==> config.mk <==
export PLATFORM = sky130hd
export DESIGN_NAME = reg_wb_arbiter
export DESIGN_NICKNAME = d
export VERILOG_FILES = /design/src/rtl/rv32i_pkg.sv /design/src/rtl/wb_fifo.sv /design/src/rtl/reg_wb_arbiter.sv
export SDC_FILE = /design/constraint.sdc
export NUM_CORES = 1
export LEC_CHECK = 0
export BUFFER_PORTS_ARGS = -buffer_cell sky130_fd_sc_hd__buf_2
export CORE_MARGIN = 2
export CORE_UTILIZATION = 25
export DETAILED_ROUTE_END_ITERATION = 12
export MAX_ROUTING_LAYER = met4
export PLACE_DENSITY = 0.45
export SETUP_SLACK_MARGIN = 0.1
export SKIP_CTS_REPAIR_TIMING = 1
export SYNTH_ARGS = -nofsm -noshare
export SYNTH_HDL_FRONTEND = slang
export SYNTH_SLANG_ARGS = --single-unit
export TNS_END_PERCENT = 100
==> constraint.sdc <==
create_clock -name clk -period 3.6 [get_ports clk]
set_clock_uncertainty 0.15 [all_clocks]
set_input_delay 0.36 -clock clk [delete_from_list [all_inputs] [get_ports clk]]
set_output_delay 0.36 -clock clk [all_outputs]
set_load 0.1 [all_outputs]
==> src/rtl/rv32i_pkg.sv <==
// Shared register-file definitions: data width, register addressing and the write-back request.
package rv32i_pkg;
    localparam int XLEN       = 32;
    localparam int REG_ADDR_W = 5;
    localparam int NUM_REGS   = 32;

    typedef struct packed {
        logic [REG_ADDR_W-1:0] rd;
        logic [XLEN-1:0]       wd;
    } wb_req_t;
endpackage

==> src/rtl/wb_fifo.sv <==
// Generic synchronous FIFO with occupancy count; head data is visible combinationally.
// Push is ignored when full and pop is ignored when empty, so callers may gate loosely.
module wb_fifo #(
    parameter  int WIDTH = 37,
    parameter  int DEPTH = 4,
    localparam int AW    = $clog2(DEPTH),
    localparam int CW    = AW + 1
) (
    input  logic             clk,
    input  logic             areset,
    input  logic             push_i,
    input  logic [WIDTH-1:0] push_dat_i,
    input  logic             pop_i,
    output logic [WIDTH-1:0] head_dat_o,
    output logic             full_o,
    output logic             empty_o,
    output logic [CW-1:0]    count_o
);
    logic [WIDTH-1:0] mem_q [DEPTH];
    logic [AW-1:0]    wr_ptr_q, rd_ptr_q;
    logic [CW-1:0]    count_q;
    logic             do_push, do_pop;

    assign full_o     = (count_q == CW'(DEPTH));
    assign empty_o    = (count_q == '0);
    assign count_o    = count_q;
    assign head_dat_o = mem_q[rd_ptr_q];
    assign do_push    = push_i & ~full_o;
    assign do_pop     = pop_i & ~empty_o;

    // Pointers wrap naturally because DEPTH is a power of two.
    always_ff @(posedge clk or posedge areset) begin
        if (areset) begin
            wr_ptr_q <= '0;
            rd_ptr_q <= '0;
            count_q  <= '0;
        end else begin
            if (do_push) wr_ptr_q <= wr_ptr_q + 1'b1;
            if (do_pop)  rd_ptr_q <= rd_ptr_q + 1'b1;
            if (do_push && !do_pop)      count_q <= count_q + 1'b1;
            else if (do_pop && !do_push) count_q <= count_q - 1'b1;
        end
    end

    always_ff @(posedge clk) begin
        if (do_push) mem_q[wr_ptr_q] <= push_dat_i;
    end
endmodule

==> src/rtl/reg_wb_arbiter.sv <==
// Register-file write-port arbiter: ALU writes win same-cycle, load returns drain from a FIFO
// (>=1 cycle latency); lsu_ready drops only when the FIFO is full. Tracks pending loads.
module reg_wb_arbiter
    import rv32i_pkg::*;
#(
    parameter int DEPTH = 4
) (
    input  logic                         clk,
    input  logic                         areset,
    input  logic                         alu_valid,
    input  logic [REG_ADDR_W-1:0]        alu_rd,
    input  logic [XLEN-1:0]              alu_wd,
    input  logic                         lsu_valid,
    output logic                         lsu_ready,
    input  logic [REG_ADDR_W-1:0]        lsu_rd,
    input  logic [XLEN-1:0]              lsu_wd,
    input  logic                         iss_valid,
    input  logic [REG_ADDR_W-1:0]        iss_rd,
    input  logic [REG_ADDR_W-1:0]        rs1,
    input  logic [REG_ADDR_W-1:0]        rs2,
    output logic                         hazard,
    output logic [NUM_REGS-1:0]          pending,
    output logic [$clog2(DEPTH):0]       fifo_count,
    output logic                         waw_err,
    output logic                         WE3,
    output logic [REG_ADDR_W-1:0]        A3,
    output logic [XLEN-1:0]              WD3
);
    wb_req_t             head;
    wb_req_t             push_req;
    logic                fifo_full, fifo_empty;
    logic                alu_wr, lsu_push, fifo_pop, iss_set;
    logic [NUM_REGS-1:0] pending_q, pending_d;
    logic                waw_q, waw_d;

    assign lsu_ready = ~fifo_full;
    assign alu_wr    = alu_valid & (alu_rd != '0);
    assign lsu_push  = lsu_valid & lsu_ready & (lsu_rd != '0);
    assign fifo_pop  = ~alu_wr & ~fifo_empty;
    assign iss_set   = iss_valid & (iss_rd != '0);
    assign push_req  = '{rd: lsu_rd, wd: lsu_wd};

    wb_fifo #(
        .WIDTH ($bits(wb_req_t)),
        .DEPTH (DEPTH)
    ) u_fifo (
        .clk        (clk),
        .areset     (areset),
        .push_i     (lsu_push),
        .push_dat_i (push_req),
        .pop_i      (fifo_pop),
        .head_dat_o (head),
        .full_o     (fifo_full),
        .empty_o    (fifo_empty),
        .count_o    (fifo_count)
    );

    always_comb begin
        WE3 = 1'b0;
        A3  = '0;
        WD3 = '0;
        if (alu_wr) begin
            WE3 = 1'b1;
            A3  = alu_rd;
            WD3 = alu_wd;
        end else if (!fifo_empty) begin
            WE3 = 1'b1;
            A3  = head.rd;
            WD3 = head.wd;
        end
    end

    // A new issue to the register being retired this cycle must stay pending.
    always_comb begin
        pending_d = pending_q;
        if (fifo_pop) pending_d[head.rd] = 1'b0;
        if (iss_set)  pending_d[iss_rd]  = 1'b1;
        pending_d[0] = 1'b0;
    end

    assign waw_d = (alu_wr & pending_q[alu_rd]) | (iss_set & pending_q[iss_rd]);

    always_ff @(posedge clk or posedge areset) begin
        if (areset) begin
            pending_q <= '0;
            waw_q     <= 1'b0;
        end else begin
            pending_q <= pending_d;
            waw_q     <= waw_d;
        end
    end

    assign pending = pending_q;
    assign waw_err = waw_q;
    assign hazard  = ((rs1 != '0) & pending_q[rs1]) | ((rs2 != '0) & pending_q[rs2]);
endmodule

* After elaboration in Yosys (flattened, before gate mapping)
Memories as Yosys holds them, arrays and structs flattened.
Index checks and enable logic that the tools add are counted.
** Word-level totals
- Output and inout bits :: 76
- Memories kept :: 1
- Bits in writable memories :: 148
- Word-level logic and storage cells :: 74
- Register bits :: 39
** Memory list
- u_fifo.mem_q :: depth 4, width 37, read ports 1, clocked after memory_dff 0, write ports 1, RTL line wb_fifo.sv:19 : logic [WIDTH-1:0] mem_q [DEPTH];
** Cells by class
- Reductions and logical operators :: 13
- Muxes and demuxes :: 24
- Bitwise logic cells :: 19
- Add/sub/neg operators :: 4
- Magnitude comparators :: 7
- Eq/ne operators :: 1
** Operator list (number)
- two-way mux 32 bit :: 4
- bitwise AND 32 bit :: 1
- NOT 32 bit :: 1
- bitwise OR 32 bit :: 1
- less-than comparator 5 x 6 -> 1 bit (second input constant) :: 5
- nonzero test 5 bit :: 5
- binary-select mux 1 bit (select 5 bit) :: 4
- bitwise AND 1 bit :: 11
- demux 1 bit (select 5 bit) :: 2
- >= comparator 5 x 1 -> 1 bit (second input constant) :: 2
- two-way mux 1 bit :: 10
- two-way mux 5 bit :: 2
- two-way mux 3 bit :: 2
- adder 2 x 1 -> 2 bit (second input constant) :: 2
- logical AND 1 bit :: 4
- adder 3 x 1 -> 3 bit (second input constant) :: 1
- equality test 3 bit (second input constant) :: 1
- logical NOT 3 bit :: 1
- NOT 1 bit :: 3
- subtractor 3 x 1 -> 3 bit (second input constant) :: 1
- logical NOT 1 bit :: 2
- bitwise OR 1 bit :: 2
- nonzero test 2 bit :: 1

* Logic depth before layout (Yosys ltp)
An unclocked memory read counts as a cell.
- Depth in word-level cells :: 10
- Gate-level depth with buffers :: 13
- Depth with buffers taken out :: 10

* Cells and area by module
Synthesis repeated with hierarchy kept, for this count alone.
** Second synthesis, totals
- Cell total of the unflattened synthesis :: 573
- Area total of the unflattened synthesis :: 8685.8 sq um
** By module, submodules not included
- wb_fifo :: cells each 229, area an instance 5753.0 sq um, times used 1
- reg_wb_arbiter :: cells each 344, area an instance 2932.8 sq um, times used 1

* Worst setup path after synthesis
Ideal clock, no wire load.
- Path type :: reg2reg
- From :: reg u_fifo.count_q[0], in the netlist u_fifo.count_o[0]
- To :: mem u_fifo.mem_q[2][0], enable pin
- Period minus slack after synthesis :: 3.793 ns
- Setup slack :: -0.193 ns
- Library setup time :: 0.398 ns
- Buffers on the path :: 0
- Data arrival time :: 3.245 ns
- Stages on the path, launching flop included :: 6
- Data required time :: 3.052 ns
- Path through :: dfrtp_1 > nor2_1 > nand2_1 > nand2_1 > a21oi_1 > and2_1
** On the way
- Cells in the longest elaborated chain, start to end :: 7
** RTL lines
- from (decl) :: RTL line wb_fifo.sv:21 : logic [CW-1:0] count_q;
- from (signal assigned) :: RTL line wb_fifo.sv:40 : if (do_push && !do_pop) count_q <= count_q + 1'b1;
- from (signal assigned) :: RTL line wb_fifo.sv:41 : else if (do_pop && !do_push) count_q <= count_q - 1'b1;
- equality test 3 bit * :: RTL line wb_fifo.sv:24 : assign full_o = (count_q == CW'(DEPTH));
- NOT 1 bit * :: RTL line reg_wb_arbiter.sv:36 : assign lsu_ready = ~fifo_full;
- net lsu_ready :: RTL line reg_wb_arbiter.sv:14 : output logic lsu_ready,
- bitwise AND 1 bit (2 in a row) :: RTL line reg_wb_arbiter.sv:38 : assign lsu_push = lsu_valid & lsu_ready & (lsu_rd != '0);
- bitwise AND 1 bit * :: RTL line wb_fifo.sv:28 : assign do_push = push_i & ~full_o;
- net u_fifo.do_push :: RTL line wb_fifo.sv:22 : logic do_push, do_pop;
- two-way mux 1 bit * :: RTL line wb_fifo.sv:46 : if (do_push) mem_q[wr_ptr_q] <= push_dat_i;
- two-way mux 1 bit (implied by the code) * :: RTL line wb_fifo.sv:46
- to (decl) :: RTL line wb_fifo.sv:19
The timed path passes the listed nets; every way through them passes the cells marked *.

* Worst setup path after layout
- From :: reg u_fifo.rd_ptr_q[0]
- To :: out A3[2]
** On the way
- Cells in the longest elaborated chain, start to end :: 3
** RTL lines
- from (decl) :: RTL line wb_fifo.sv:20 : logic [AW-1:0] wr_ptr_q, rd_ptr_q;
- from (signal assigned) :: RTL line wb_fifo.sv:39 : if (do_pop) rd_ptr_q <= rd_ptr_q + 1'b1;
- memory read (4 x 37 bit)
- two-way mux 5 bit :: RTL line reg_wb_arbiter.sv:66 : end else if (!fifo_empty) begin
- two-way mux 5 bit :: RTL line reg_wb_arbiter.sv:62 : if (alu_wr) begin
- to (decl) :: RTL line reg_wb_arbiter.sv:26 : output logic [REG_ADDR_W-1:0] A3,
Every way passes these cells.

==> flow_summary.yaml <==
run_status:
  status: "finished clean"
routing:
  drt_drc_violations_left: 0
  postRouteAntennaNets: 0
  detail_route.wl_per_cell_um: 19.54
  postRouteWirelength_um: 22960
  post_drt_via_cell_ratio: 4.779
  dr.pass1.iters: 4
  wl_met3_um: 1288
  wl_met1_um: 10460
  top_layer_used: "met4"
  met2RoutedLength_um: 10980
  drt_iter0_markers: 380
  vias: 5615
clocking:
  tritoncts_clock_tree: "yes"
  numCtsBuffers: 17
  clkSinkCount: 187
  path_clk_slew_ns: 0.08
  clock-root-buffer: "clkbuf_16"
  total_number_of_h_tree_levels: 4
  clk-insertion-delay-late_ns: 0.42
  cts-root-to-sink-buffers: 2
placed_design:
  placed_cells: 1114
  final_hpwl_dp_um: 16150
  io_buffer_count: 168
  gp_routability_congestion: 0.8111
synthesis:
  yosysWarningCount: 0
  netlist.top_cell.by_area: "edfxtp_1"
  synth_seq_cells: 187
  netlist-cell-type-count: 46
  async_flop_share_pct: 20.86
  post_synth_instance_area_um2: 8557
  post_synth_main_area_contributors: "edfxtp_1 52%, mux4_2 16%, dfrtp_1 11%"
  postSynth.topFlopCell: "edfxtp_1"
  synth-edff-count: 148
  post_synthesis_sequential_area_ratio_pct: 63.34
  syn_inst: 514
  yosys.area.top_type_share_pct: 51.94
  synth_fp_nets: 614
  syn_area_per_cell_um2: 16.65
final_layout:
  layout.cells.non_filler: 1175
  syn2layout_area_growth_pct: 33.65
  register_area_um2: 5425
  commonest_cells_after_routing_fill_and_taps_aside: "148 x edfxtp_1, 131 x buf_2, 61 x mux4_2"
  number_of_nets_in_the_finished_design: 813
  multi_input_combinational_cell_area_um2: 2959
  post_route_cells_drive_above_1_share_pct: 40.22
  layout_commonest_cell: "edfxtp_1"
  fill_cells: 3280
die:
  floorplan.initialDensity_pct: 25.46
  rows: 67
  fp.dieArea_um2: 35720
  floorplan.die.height_um: 189.0
  coreArea_um2: 33620
  floorplan.io_pins: 170
  floorplan.die.width_um: 189.0
worst_setup_path:
  crit_path_start_kind: "flip-flop"
  critical_path.max_fanout: 11
  cp.required_ns: 3.09
  critPathCaptureType: "output port"
  critical_path_class: "reg2out"
  critPathArrivalTime_ns: 2.43
timing:
  final_hold_viol_count: 0
  finalSetupTns_ns: 0
  period_needed_ns: 2.941
  drv_slew: 0
  slew_headroom_pct: 59.60
  hold_slack_ns: 0.005649
  finalSetupViolCount: 0
  grt_setup_unrepaired: "false"
  final.period_utilization_pct: 81.69
  worst_slew_pin_slew_ns: 0.6061
  clock.fmax_mhz: 340.0
grt:
  grt_remaining_overflow: 0
  grt_max_degree: 40
  first_global_vias: 5755
  first_pass_grt_wire_length_um: 35110
  groute.usage.overall_pct: 13.34
  grt_antenna_before_repair: 1
power:
  clock_power_share_pct: 17.1
  switchingPower_mw: 5.549
  total_leakage_power_nw: 4.213
  ir_worst_vdd_mv: 0.7201
  internal_power_mw: 5.825
  power_switching_share_pct: 48.79
  combinationalPowerShare_pct: 53.0
  p_seq_share_pct: 30.0
  power.density_nw_per_um2: 994.6
hold_path:
  timing.hold.worst.class: "in2reg"
flow_run:
  timing.max_cap.violations: 0
-- routing by layer --
metal | track usage [%] | vias up
met4 | 3.005 | 0
met2 | 20.77 | 186
met1 | 17.59 | 2913
met3 | 3.392 | 15
li1 | - | 2501
met5 | - | -
-- Yosys cell counts, drive strengths merged, types with 3 or more instances --
library cell / count
a22o: 36
a22oi: 4
and2: 4
buf: 15
clkbuf: 16
dfrtp: 39
edfxtp: 148
ha: 5
inv: 9
mux2: 4
mux2i: 25
mux4: 61
nand2: 17
nand2b: 3
nand3: 9
nand3b: 4
nand4: 4
nor2: 9
nor2b: 6
o21ai: 61
o31ai: 3
or3: 4
xnor2: 3
xor2: 3
-- power groups by stage --
stage               Clock (mW)  Combinational [mW]  Sequential, mW
floorplan                    0                3.03            4.62
detailed placement           0                6.07            3.46
global route              2.08                6.31            3.49
finish                    1.94                6.02            3.41
CTS                       1.99                6.08            3.42
global placement             0                6.07            3.46
-- cell type report --
cell class	count	share of cell area, %
Multi-Input combinational cell	287	25.88
Inverter	9	0.2954
Tap cell	448	4.902
Timing Repair Buffer	211	16.08
Clock buffer	17	3.720
Antenna cell	1	0.02188
Clock inverter	15	1.663
Sequential cell	187	47.44
-- kinds of logic after synthesis --
kind of cell             count (synthesis)  share of synthesized area [%]
AO/OA/AOI/OAI                          117                          9.095
XOR/XNOR                                 6                         0.6142
adder cells (fa/ha/maj)                  6                         0.9651
buffers and inverters                   40                          2.237
flip-flops                             187                          63.34
multiplexers                            90                          19.51
other                                    1                        0.04382
AND/OR/NAND/NOR                         67                          4.196
-- worst max-delay path, stage by stage (launching register included) --
cell     delay [ns]
dfrtp_2        0.54
buf_4          0.32
mux4_2         0.68
a22o_1         0.29
buf_12         0.18
-- worst paths after layout --
| kind | start | end | slack (ns) | cells after the start |
|---|---|---|---|---|
| setup / recovery | u_fifo.rd_ptr_q[0]$_DFFE_PP0P_ | A3[2] | 0.66 | 4 |
| hold / removal | lsu_wd[31] | u_fifo.mem_q[3][31]$_DFFE_PP_ | 0.006 | 1 |
| setup reg to reg | u_fifo.rd_ptr_q[0]$_DFFE_PP0P_ | pending[3]$_DFF_PP0_ | 1.11 | 5 |
| hold reg to reg | u_fifo.count_o[0]$_DFFE_PP0P_ | u_fifo.count_o[0]$_DFFE_PP0P_ | 0.42 | 1 |
| max in group asynchronous | areset | u_fifo.rd_ptr_q[0]$_DFFE_PP0P_ | 2.45 | 4 |
| min in group asynchronous | areset | pending[22]$_DFF_PP0_ | 0.45 | 4 |
-- sequential cells by signal (all words and copies together), names as in the netlist --
name / flops
u_fifo.wr_ptr_q: 2
u_fifo.count_o: 3
u_fifo.rd_ptr_q: 2
pending: 31
waw_err: 1
u_fifo.mem_q: 148
-- through the flow --
step / util (%) / setup WS, ns / total power, mW / area, µm²
after detailed placement: 31.35 / 0.7630 / 9.530 / 10540
final: 34.02 / 0.6592 / 11.37 / 11440
after global routing: 34.02 / 0.5301 / 11.87 / 11440
after floorplan: - / 0.1307 / 7.658 / 8564
after CTS: 33.18 / 0.5914 / 11.48 / 11150
after global placement: 31.35 / 0.7946 / 9.527 / 10540
Power figures use the tool's default switching activity.
